`src/rtl/mdu_hilo.sv`:
```
// Iterative multiply/divide unit with architectural HI/LO registers.
// One radix-2 step per cycle; sign handled by magnitude in, correction out.
module mdu_hilo #(
   parameter int DATA_W = 32
) (
   input  logic              clk,
   input  logic              rst,
   input  logic              start,
   input  logic [1:0]        op,
   input  logic [DATA_W-1:0] rs_data,
   input  logic [DATA_W-1:0] rt_data,
   input  logic              hi_we,
   input  logic              lo_we,
   input  logic [DATA_W-1:0] mt_data,
   output logic              busy,
   output logic              done,
   output logic [DATA_W-1:0] hi,
   output logic [DATA_W-1:0] lo
);

   localparam logic [1:0] IDLE = 2'd0;
   localparam logic [1:0] CALC = 2'd1;
   localparam logic [1:0] FIX  = 2'd2;

   localparam int CW = $clog2(DATA_W + 1);
   localparam logic [CW-1:0] LAST = CW'(DATA_W - 1);

   logic [1:0]          state;
   logic [CW-1:0]       cnt;
   logic                is_div;
   logic                neg_q;
   logic                neg_r;
   logic                div0;
   logic [DATA_W-1:0]   b_mag;
   logic [DATA_W-1:0]   acc_hi;
   logic [DATA_W-1:0]   acc_lo;

   logic                sgn;
   logic                a_neg;
   logic                b_neg;
   logic [DATA_W-1:0]   a_mag_n;
   logic [DATA_W-1:0]   b_mag_n;
   logic [DATA_W-1:0]   addend;
   logic [DATA_W:0]     sum;
   logic [DATA_W:0]     shifted;
   logic [DATA_W:0]     diff;
   logic                qbit;
   logic [2*DATA_W-1:0] prod;
   logic [2*DATA_W-1:0] prod_neg;

   assign sgn     = ~op[0];
   assign a_neg   = sgn & rs_data[DATA_W-1];
   assign b_neg   = sgn & rt_data[DATA_W-1];
   assign a_mag_n = a_neg ? -rs_data : rs_data;
   assign b_mag_n = b_neg ? -rt_data : rt_data;

   // Multiply: add B into the upper half when the low bit is set, shift right.
   assign addend = acc_lo[0] ? b_mag : {DATA_W{1'b0}};
   assign sum    = {1'b0, acc_hi} + {1'b0, addend};

   // Divide: shift remainder left, keep the trial subtraction if non-negative.
   assign shifted = {acc_hi, acc_lo[DATA_W-1]};
   assign diff    = shifted - {1'b0, b_mag};
   assign qbit    = ~diff[DATA_W];

   assign prod     = {acc_hi, acc_lo};
   assign prod_neg = -prod;

   assign busy = (state != IDLE);

   always_ff @(posedge clk) begin
      if (rst) begin
         state  <= IDLE;
         cnt    <= '0;
         is_div <= 1'b0;
         neg_q  <= 1'b0;
         neg_r  <= 1'b0;
         div0   <= 1'b0;
         b_mag  <= '0;
         acc_hi <= '0;
         acc_lo <= '0;
         done   <= 1'b0;
         hi     <= '0;
         lo     <= '0;
      end else begin
         done <= 1'b0;
         unique case (state)
            IDLE: begin
               if (hi_we) hi <= mt_data;
               if (lo_we) lo <= mt_data;
               if (start) begin
                  state  <= CALC;
                  is_div <= op[1];
                  neg_q  <= a_neg ^ b_neg;
                  neg_r  <= a_neg;
                  div0   <= (rt_data == '0);
                  b_mag  <= b_mag_n;
                  acc_hi <= '0;
                  acc_lo <= a_mag_n;
                  cnt    <= '0;
               end
            end
            CALC: begin
               if (is_div) begin
                  acc_hi <= qbit ? diff[DATA_W-1:0]
                                 : shifted[DATA_W-1:0];
                  acc_lo <= {acc_lo[DATA_W-2:0], qbit};
               end else begin
                  acc_hi <= sum[DATA_W:1];
                  acc_lo <= {sum[0], acc_lo[DATA_W-1:1]};
               end
               cnt <= cnt + 1'b1;
               if (cnt == LAST) state <= FIX;
            end
            FIX: begin
               // Divide by zero leaves the dividend in the remainder path.
               if (is_div) begin
                  hi <= neg_r ? -acc_hi : acc_hi;
                  lo <= div0  ? {DATA_W{1'b1}}
                              : (neg_q ? -acc_lo : acc_lo);
               end else begin
                  {hi, lo} <= neg_q ? prod_neg : prod;
               end
               done  <= 1'b1;
               state <= IDLE;
            end
            default: state <= IDLE;
         endcase
      end
   end

endmodule

```
`config.mk`:
```
export PLATFORM = sky130hd
export DESIGN_NAME = mdu_hilo
export DESIGN_NICKNAME = d
export VERILOG_FILES = /design/src/rtl/mdu_hilo.sv
export SDC_FILE = /design/constraint.sdc
export NUM_CORES = 1
export LEC_CHECK = 0
export ABC_AREA = 1
export CELL_PAD_IN_SITES_DETAIL_PLACEMENT = 1
export CELL_PAD_IN_SITES_GLOBAL_PLACEMENT = 1
export CORE_MARGIN = 5
export CORE_UTILIZATION = 43
export DETAILED_ROUTE_END_ITERATION = 12
export GPL_TIMING_DRIVEN = 0
export PLACE_DENSITY_LB_ADDON = 0.3
export SYNTH_ARGS = -nofsm -noshare
export SYNTH_HDL_FRONTEND = slang
export SYNTH_SLANG_ARGS = --single-unit
```
`constraint.sdc`:
```
create_clock -name clk -period 6.47 [get_ports clk]
set_input_delay 0.647 -clock clk [delete_from_list [all_inputs] [get_ports clk]]
set_output_delay 0.647 -clock clk [all_outputs]
set_load 0.005 [all_outputs]
```
**Yosys cells after proc, flatten, opt, wreduce, memory -nomap -nowiden**

Cells that the tools add are included.

- Register bits: 173

- Add/subtract/negate cells: 8
- Equal/unequal tests: 7
- Muxes and demuxes: 26
- Bitwise logic cells: 5
- Reductions and logical operators: 10

Operators by type and width:

| kind | count |
|---|---|
| 2-to-1 mux 32 bit | 15 |
| one-hot mux 32 bit (2 select lines) | 4 |
| negator 32 bit | 4 |
| 2-to-1 mux 64 bit | 1 |
| negator 64 bit | 1 |
| adder 32 x 32 -> 33 bit | 1 |
| subtractor 33 x 32 -> 33 bit | 1 |
| logical NOT 32 bit | 1 |
| one-hot mux 6 bit (2 select lines) | 1 |
| AND reduction 2 bit | 5 |
| != test 2 bit, second input constant | 4 |
| adder 6 x 1 -> 6 bit, second input constant | 1 |
| == test 6 x 5 -> 1 bit, second input constant | 1 |
| 2-to-1 mux 6 bit | 1 |
| nonzero test 2 bit | 3 |
| 2-to-1 mux 2 bit | 2 |
| one-hot mux 2 bit (2 select lines) | 1 |
| bitwise AND 1 bit | 2 |
| == test 2 x 1 -> 1 bit, second input constant | 1 |
| == test 2 bit, second input constant | 1 |
| logical NOT 2 bit | 1 |
| NOT 1 bit | 2 |
| 2-to-1 mux 1 bit | 1 |
| bitwise XOR 1 bit | 1 |

**Depth between registers and ports, before layout**

- Depth in word-level cells: 5
- Depth in mapped cells: 21
- Mapped depth without buffers: 19

**Worst setup path after synthesis**

OpenSTA, ideal clock, no wires.

- Path type: reg-to-reg
- From: reg acc_lo[0]
- To: reg acc_hi[25]
- Arrival: 2.422 ns
- Path slack: 3.916 ns
- Stages on the path, launching flop included: 20
- Path buffers: 2
- Clock period less this slack: 2.554 ns
- Cell sequence: dfxtp_1 buf_2 clkbuf_1 nand2_1 inv_1 ha_1 inv_1 fa_1 o21ai_1 nand2_1 nand2_1 nand2_1 nand2_1 nand2_1 nand3_1 nand3_1 nand2_1 inv_1 nand2_1 a21oi_1

- Longest elaborated chain between the ends: 4

Ends and longest elaborated chain:

| what | line | text |
|---|---|---|
| from (decl) | 36 | `logic [DATA_W-1:0] acc_lo;` |
| from (signal assigned) | 99 | `acc_lo <= a_mag_n;` |
| from (signal assigned) | 107 | `acc_lo <= {acc_lo[DATA_W-2:0], qbit};` |
| from (signal assigned) | 110 | `acc_lo <= {sum[0], acc_lo[DATA_W-1:1]};` |
| 2-to-1 mux 32 bit | 58 | `assign addend = acc_lo[0] ? b_mag : {DATA_W{1'b0}};` |
| adder 32 x 32 -> 33 bit | 59 | `assign sum = {1'b0, acc_hi} + {1'b0, addend};` |
| 2-to-1 mux 32 bit | 104 | `if (is_div) begin` |
| one-hot mux 32 bit (2 select lines) | 87 | `unique case (state)` |
| to (signal assigned) | 105 | `acc_hi <= qbit ? diff[DATA_W-1:0]` |
| to (signal assigned) | 109 | `acc_hi <= sum[DATA_W:1];` |
| to (decl) | 35 | `logic [DATA_W-1:0] acc_hi;` |

Every way passes these cells.
A chain may end at the register's enable or synchronous reset.

**Worst setup path after layout**

- From: reg acc_lo[0]
- To: reg acc_hi[21]

The elaborated chain is that of the path after synthesis.

==> results_tabular.tex <==
\begin{tabular}{lr}
\hline
Metric & Value \\
\hline
\multicolumn{2}{l}{\textbf{Timing}} \\
\quad Pin slew with the least headroom to its limit & around 0.9 ns \\
\quad Final Slew Violations & 0 \\
\quad Setup repair after global routing missed its margin & no \\
\quad Fin worst setup slack & around 2.4 ns \\
\quad F\_max & 247 MHz \\
\quad Fin crit share & 62.7\% \\
\quad Worst-case clock skew & $\sim$0.011 ns \\
\quad Setup TNS & 0 ns \\
\quad Total count of hold-check failures in the final report & 0 \\
\quad Period minus WS final & between 4 and 5 ns \\
\quad Worst slew slack as a fraction of its limit & 38.8\% \\
\quad Final Setup Violations & 0 \\
\multicolumn{2}{l}{\textbf{GRT}} \\
\quad Vias in the first global route & 22099 \\
\quad Wire length of the first global-routing pass & 131 mm \\
\quad GRT Util Overall & 38.7\% \\
\quad GR Overflow Total & 0 \\
\quad Pin count of the biggest net entering global routing & 19 \\
\quad Number of antenna violations at the first check in global routing & 6 \\
\multicolumn{2}{l}{\textbf{Yosys}} \\
\quad Post-synthesis average cell area & about 5.6 um2 \\
\quad Netlist cell types & 50 \\
\quad Portion of the post-synthesis area used by sequential elements & between 20\% and 30\% \\
\quad Library cell with the highest instance count after synthesis & sky130\_fd\_sc\_hd\_\_nand2\_1 \\
\quad Post-synth ARST share & 0\% \\
\quad Number of synthesized flops with an enable pin & 0 \\
\quad Synth top cells by count & 778 x sky130\_fd\_sc\_hd\_\_nand2\_1, 418 x sky130\_fd\_sc\_hd\_\_inv\_1, 319 x sky130\_fd\_sc\_hd\_\_a21oi\_1 \\
\quad Dominant synthesized flop cell & sky130\_fd\_sc\_hd\_\_dfxtp\_1 \\
\quad Proportion of netlist area held by the largest area contributor & 20.7\% \\
\quad Largest cells by area after synthesis & sky130\_fd\_sc\_hd\_\_dfxtp\_1 21\%, sky130\_fd\_sc\_hd\_\_nand2\_1 17\%, sky130\_fd\_sc\_hd\_\_a21oi\_1 9.5\%, sky130\_fd\_sc\_hd\_\_inv\_1 9.4\%, sky130\_fd\_sc\_hd\_\_nand3\_1 9.3\% \\
\quad Cell area after synthesis & 16700 um2 \\
\quad Number of nets in the synthesized netlist & roughly 3200 \\
\quad Yosys synthesis warning count & 0 \\
\quad Biggest area consumer among synthesized cells & sky130\_fd\_sc\_hd\_\_dfxtp\_1 \\
\quad Syn Inst Count & approximately 3000 \\
\quad Seq cells post-synth & $\sim$170 \\
\multicolumn{2}{l}{\textbf{Run status}} \\
\quad Run status & finished clean \\
\multicolumn{2}{l}{\textbf{Floorplanning}} \\
\quad Horiz. Die Dim & 207 um \\
\quad Full die area & 42900 um2 \\
\quad Boundary Pins & 169 \\
\quad Number of core rows & 72 \\
\quad Starting density of the core & between 40\% and 50\% \\
\quad Die Y-Extent & 207 um \\
\quad Core area & roughly 39000 um2 \\
\multicolumn{2}{l}{\textbf{Placed design}} \\
\quad Setup slack after placement & between 2 and 3 ns \\
\quad Buffers added on ports & around 170 \\
\quad DP HPWL & 72.2 mm \\
\quad Gp weighted congestion & about 1.1 \\
\multicolumn{2}{l}{\textbf{Setup path}} \\
\quad Type of the setup path with the least slack & reg -> reg \\
\quad Worst R2R Setup Slack & 2.42 ns \\
\quad Data required time of the worst path & roughly 6.8 ns \\
\quad Worst Path Max Fanout & 10 \\
\quad Kind of capture point of the worst setup path & flip-flop \\
\quad Data arrival time of the critical path & roughly 4.4 ns \\
\quad Element type at the critical path start & flip-flop \\
\multicolumn{2}{l}{\textbf{Final layout}} \\
\quad Share of final-layout standard cells stronger than drive strength 1 & 2.91\% \\
\quad Layout-stage area growth over the synthesis result & 17.6\% \\
\quad Number of nets in the layout & $\sim$3400 \\
\quad Fill cell instance count of the final layout & about 5700 \\
\quad Core Util, Final & approximately half \\
\multicolumn{2}{l}{\textbf{Power}} \\
\quad Total power density per cell area & around 200 nW/um2 \\
\quad LEAKAGE & roughly 9.3 nW \\
\quad Maximum ir drop on the vdd rail & $\sim$0.00017 V \\
\multicolumn{2}{l}{\textbf{Flow run}} \\
\quad Max-cap check violation count & 0 \\
\multicolumn{2}{l}{\textbf{Detailed routing}} \\
\quad Starting DRT DRC Count & between 2000 and 2500 \\
\quad Avg WL per Cell & between 20 and 25 um \\
\quad Antenna Nets Post-Route & 0 \\
\quad Number of DRC violations after detailed routing & 0 \\
\quad Routed WL & about 87 mm \\
\quad Per-cell via count in the routed design & 6.03 \\
\quad First-pass iteration count of the detailed router & 6 \\
\quad Total via count after detailed routing & between 20000 and 25000 \\
\multicolumn{2}{l}{\textbf{Clock tree}} \\
\quad Root Buffer & sky130\_fd\_sc\_hd\_\_clkbuf\_16 \\
\quad Number of levels the H-tree was split into & 4 \\
\quad Max clock buf depth & 2 \\
\quad Clock-pin transition on the worst setup and hold timing paths & 0.08 ns \\
\quad Hold buffer count at CTS & 0 \\
\quad TritonCTS clock tree & done \\
\quad Post-CTS sizing & 0 \\
\quad Clock latency of the later-clocked register in the worst-skew pair & between 0.4 and 0.5 ns \\
\quad Post-CTS setup-driven buffer insertion count & 0 \\
\quad Total clock sinks & around 170 \\
\quad CTS buffer count & 17 \\
\multicolumn{2}{l}{\textbf{Min path}} \\
\quad Type of the most critical hold path & reg -> reg \\
\hline
\end{tabular}
-- cells by family (layout without fill, tap and decap cells) --
| kind of cell | after synthesis | count (layout) | share of synthesized area [%] |
|---|---|---|---|
| adders and majority gates | 71 | 71 | 5.40 |
| buffers and inverters | 539 | 739 | 12.5 |
| other | 0 | 5 | 0 |
| and+or+nand+nor | 1487 | 1487 | 37.8 |
| AOI/OAI and AO/OA | 693 | 693 | 21.9 |
| DFF | 173 | 173 | 20.7 |
| xor gates and xnor gates | 33 | 33 | 1.73 |
-- cells in the final DEF (no fill, tap or decap), types with 4 or more instances in the layout --
cell and count:
sky130_fd_sc_hd__inv_1 418, sky130_fd_sc_hd__nor4_1 9, sky130_fd_sc_hd__nand3b_1 9, sky130_fd_sc_hd__xor2_1 24
sky130_fd_sc_hd__nor3_2 7, sky130_fd_sc_hd__clkbuf_16 17, sky130_fd_sc_hd__o21ai_2 4, sky130_fd_sc_hd__nand4_1 28
sky130_fd_sc_hd__nand2_1 778, sky130_fd_sc_hd__nand2_2 8, sky130_fd_sc_hd__buf_2 7, sky130_fd_sc_hd__o21ai_1 12
sky130_fd_sc_hd__o31ai_1 4, sky130_fd_sc_hd__clkbuf_1 86, sky130_fd_sc_hd__or2_2 9, sky130_fd_sc_hd__inv_6 4
sky130_fd_sc_hd__diode_2 5, sky130_fd_sc_hd__nand3_1 311, sky130_fd_sc_hd__dfxtp_1 173, sky130_fd_sc_hd__buf_4 4
sky130_fd_sc_hd__clkdlybuf4s50_1 168, sky130_fd_sc_hd__o21ai_0 283, sky130_fd_sc_hd__a21o_1 8, sky130_fd_sc_hd__xnor2_1 9
sky130_fd_sc_hd__ha_1 69, sky130_fd_sc_hd__a21oi_1 319, sky130_fd_sc_hd__buf_6 5, sky130_fd_sc_hd__nor3_1 50
sky130_fd_sc_hd__o21bai_1 8, sky130_fd_sc_hd__inv_8 4, sky130_fd_sc_hd__inv_2 4, sky130_fd_sc_hd__o221ai_1 5
sky130_fd_sc_hd__nor2_1 261, sky130_fd_sc_hd__nor2_2 5, sky130_fd_sc_hd__buf_1 15, sky130_fd_sc_hd__a31oi_1 23
sky130_fd_sc_hd__o211ai_1 13
-- final timing paths --
kind | from | endpoint | cells after the start
min reg2reg | cnt[3]$_SDFFE_PP0P_ | cnt[3]$_SDFFE_PP0P_ | 2
min | cnt[3]$_SDFFE_PP0P_ | cnt[3]$_SDFFE_PP0P_ | 2
max reg2reg | acc_lo[0]$_SDFFE_PP0P_ | acc_hi[21]$_SDFFE_PP0P_ | 17
max | acc_lo[0]$_SDFFE_PP0P_ | acc_hi[21]$_SDFFE_PP0P_ | 17
-- critical path, cell delays in order (launching register included) --
cell	delay (ns)
sky130_fd_sc_hd__dfxtp_1	0.31
sky130_fd_sc_hd__buf_2	0.33
sky130_fd_sc_hd__clkbuf_1	0.42
sky130_fd_sc_hd__nand2_1	0.10
sky130_fd_sc_hd__inv_1	0.10
sky130_fd_sc_hd__ha_1	0.17
sky130_fd_sc_hd__inv_1	0.08
sky130_fd_sc_hd__fa_1	0.41
sky130_fd_sc_hd__o21ai_1	0.46
sky130_fd_sc_hd__nand2_1	0.13
sky130_fd_sc_hd__nand2_1	0.17
sky130_fd_sc_hd__nand3_1	0.09
sky130_fd_sc_hd__nand3_1	0.11
sky130_fd_sc_hd__nor2_1	0.04
sky130_fd_sc_hd__o21ai_0	0.72
sky130_fd_sc_hd__inv_1	0.10
sky130_fd_sc_hd__nand2_1	0.11
sky130_fd_sc_hd__a21oi_1	0.07
-- report_power, final --
part / internal (mW) / switching (mW) / total [mW]
Sequential: 1.15 / 0.132 / 1.28
Clock: 0.555 / 0.559 / 1.11
Combinational: 0.502 / 1.05 / 1.55
-- per-layer routing --
layer  vias up  part of all wire, %  global-route usage (%)
li1      10221                    -                       -
met4         8                  4.2                    15.1
met5         -                0.057                       0
met1     10809                   42                    51.3
met2      1141                   42                    58.4
met3       236                   11                    13.0
-- registers in the layout, summed over array words and instances (netlist names) --
name,cells
acc_hi,32
acc_lo,32
b_mag,32
cnt,6
div0,1
done,1
hi,32
is_div,1
lo,32
neg_q,1
neg_r,1
state,2
-- metrics by stage --
stage,std cells,hold WS [ns],area [um2],power (mW)
2_1_floorplan,2996,0.437,16700,2.16
4_1_cts,3714,0.493,19600,3.88
5_1_grt,3716,0.502,19700,4.11
6_report,3719,0.491,19700,3.95
3_3_place_gp,3682,0.459,19000,2.72
3_5_place_dp,3682,0.483,19000,2.79
-- final cells by class --
class	instances	area, um2	share of cell area [%]
Timing Repair Buffer	168	1680	8.55
Tap cell	518	648	3.30
Antenna cell	5	12.5	0.0636
Clock inverter	14	171	0.872
Clock buffer	18	429	2.18
Buffer	116	497	2.53
Multi-Input combinational cell	2284	11200	56.8
Inverter	423	1590	8.08
Sequential cell	173	3460	17.6
(Power assumes the default switching activity.)
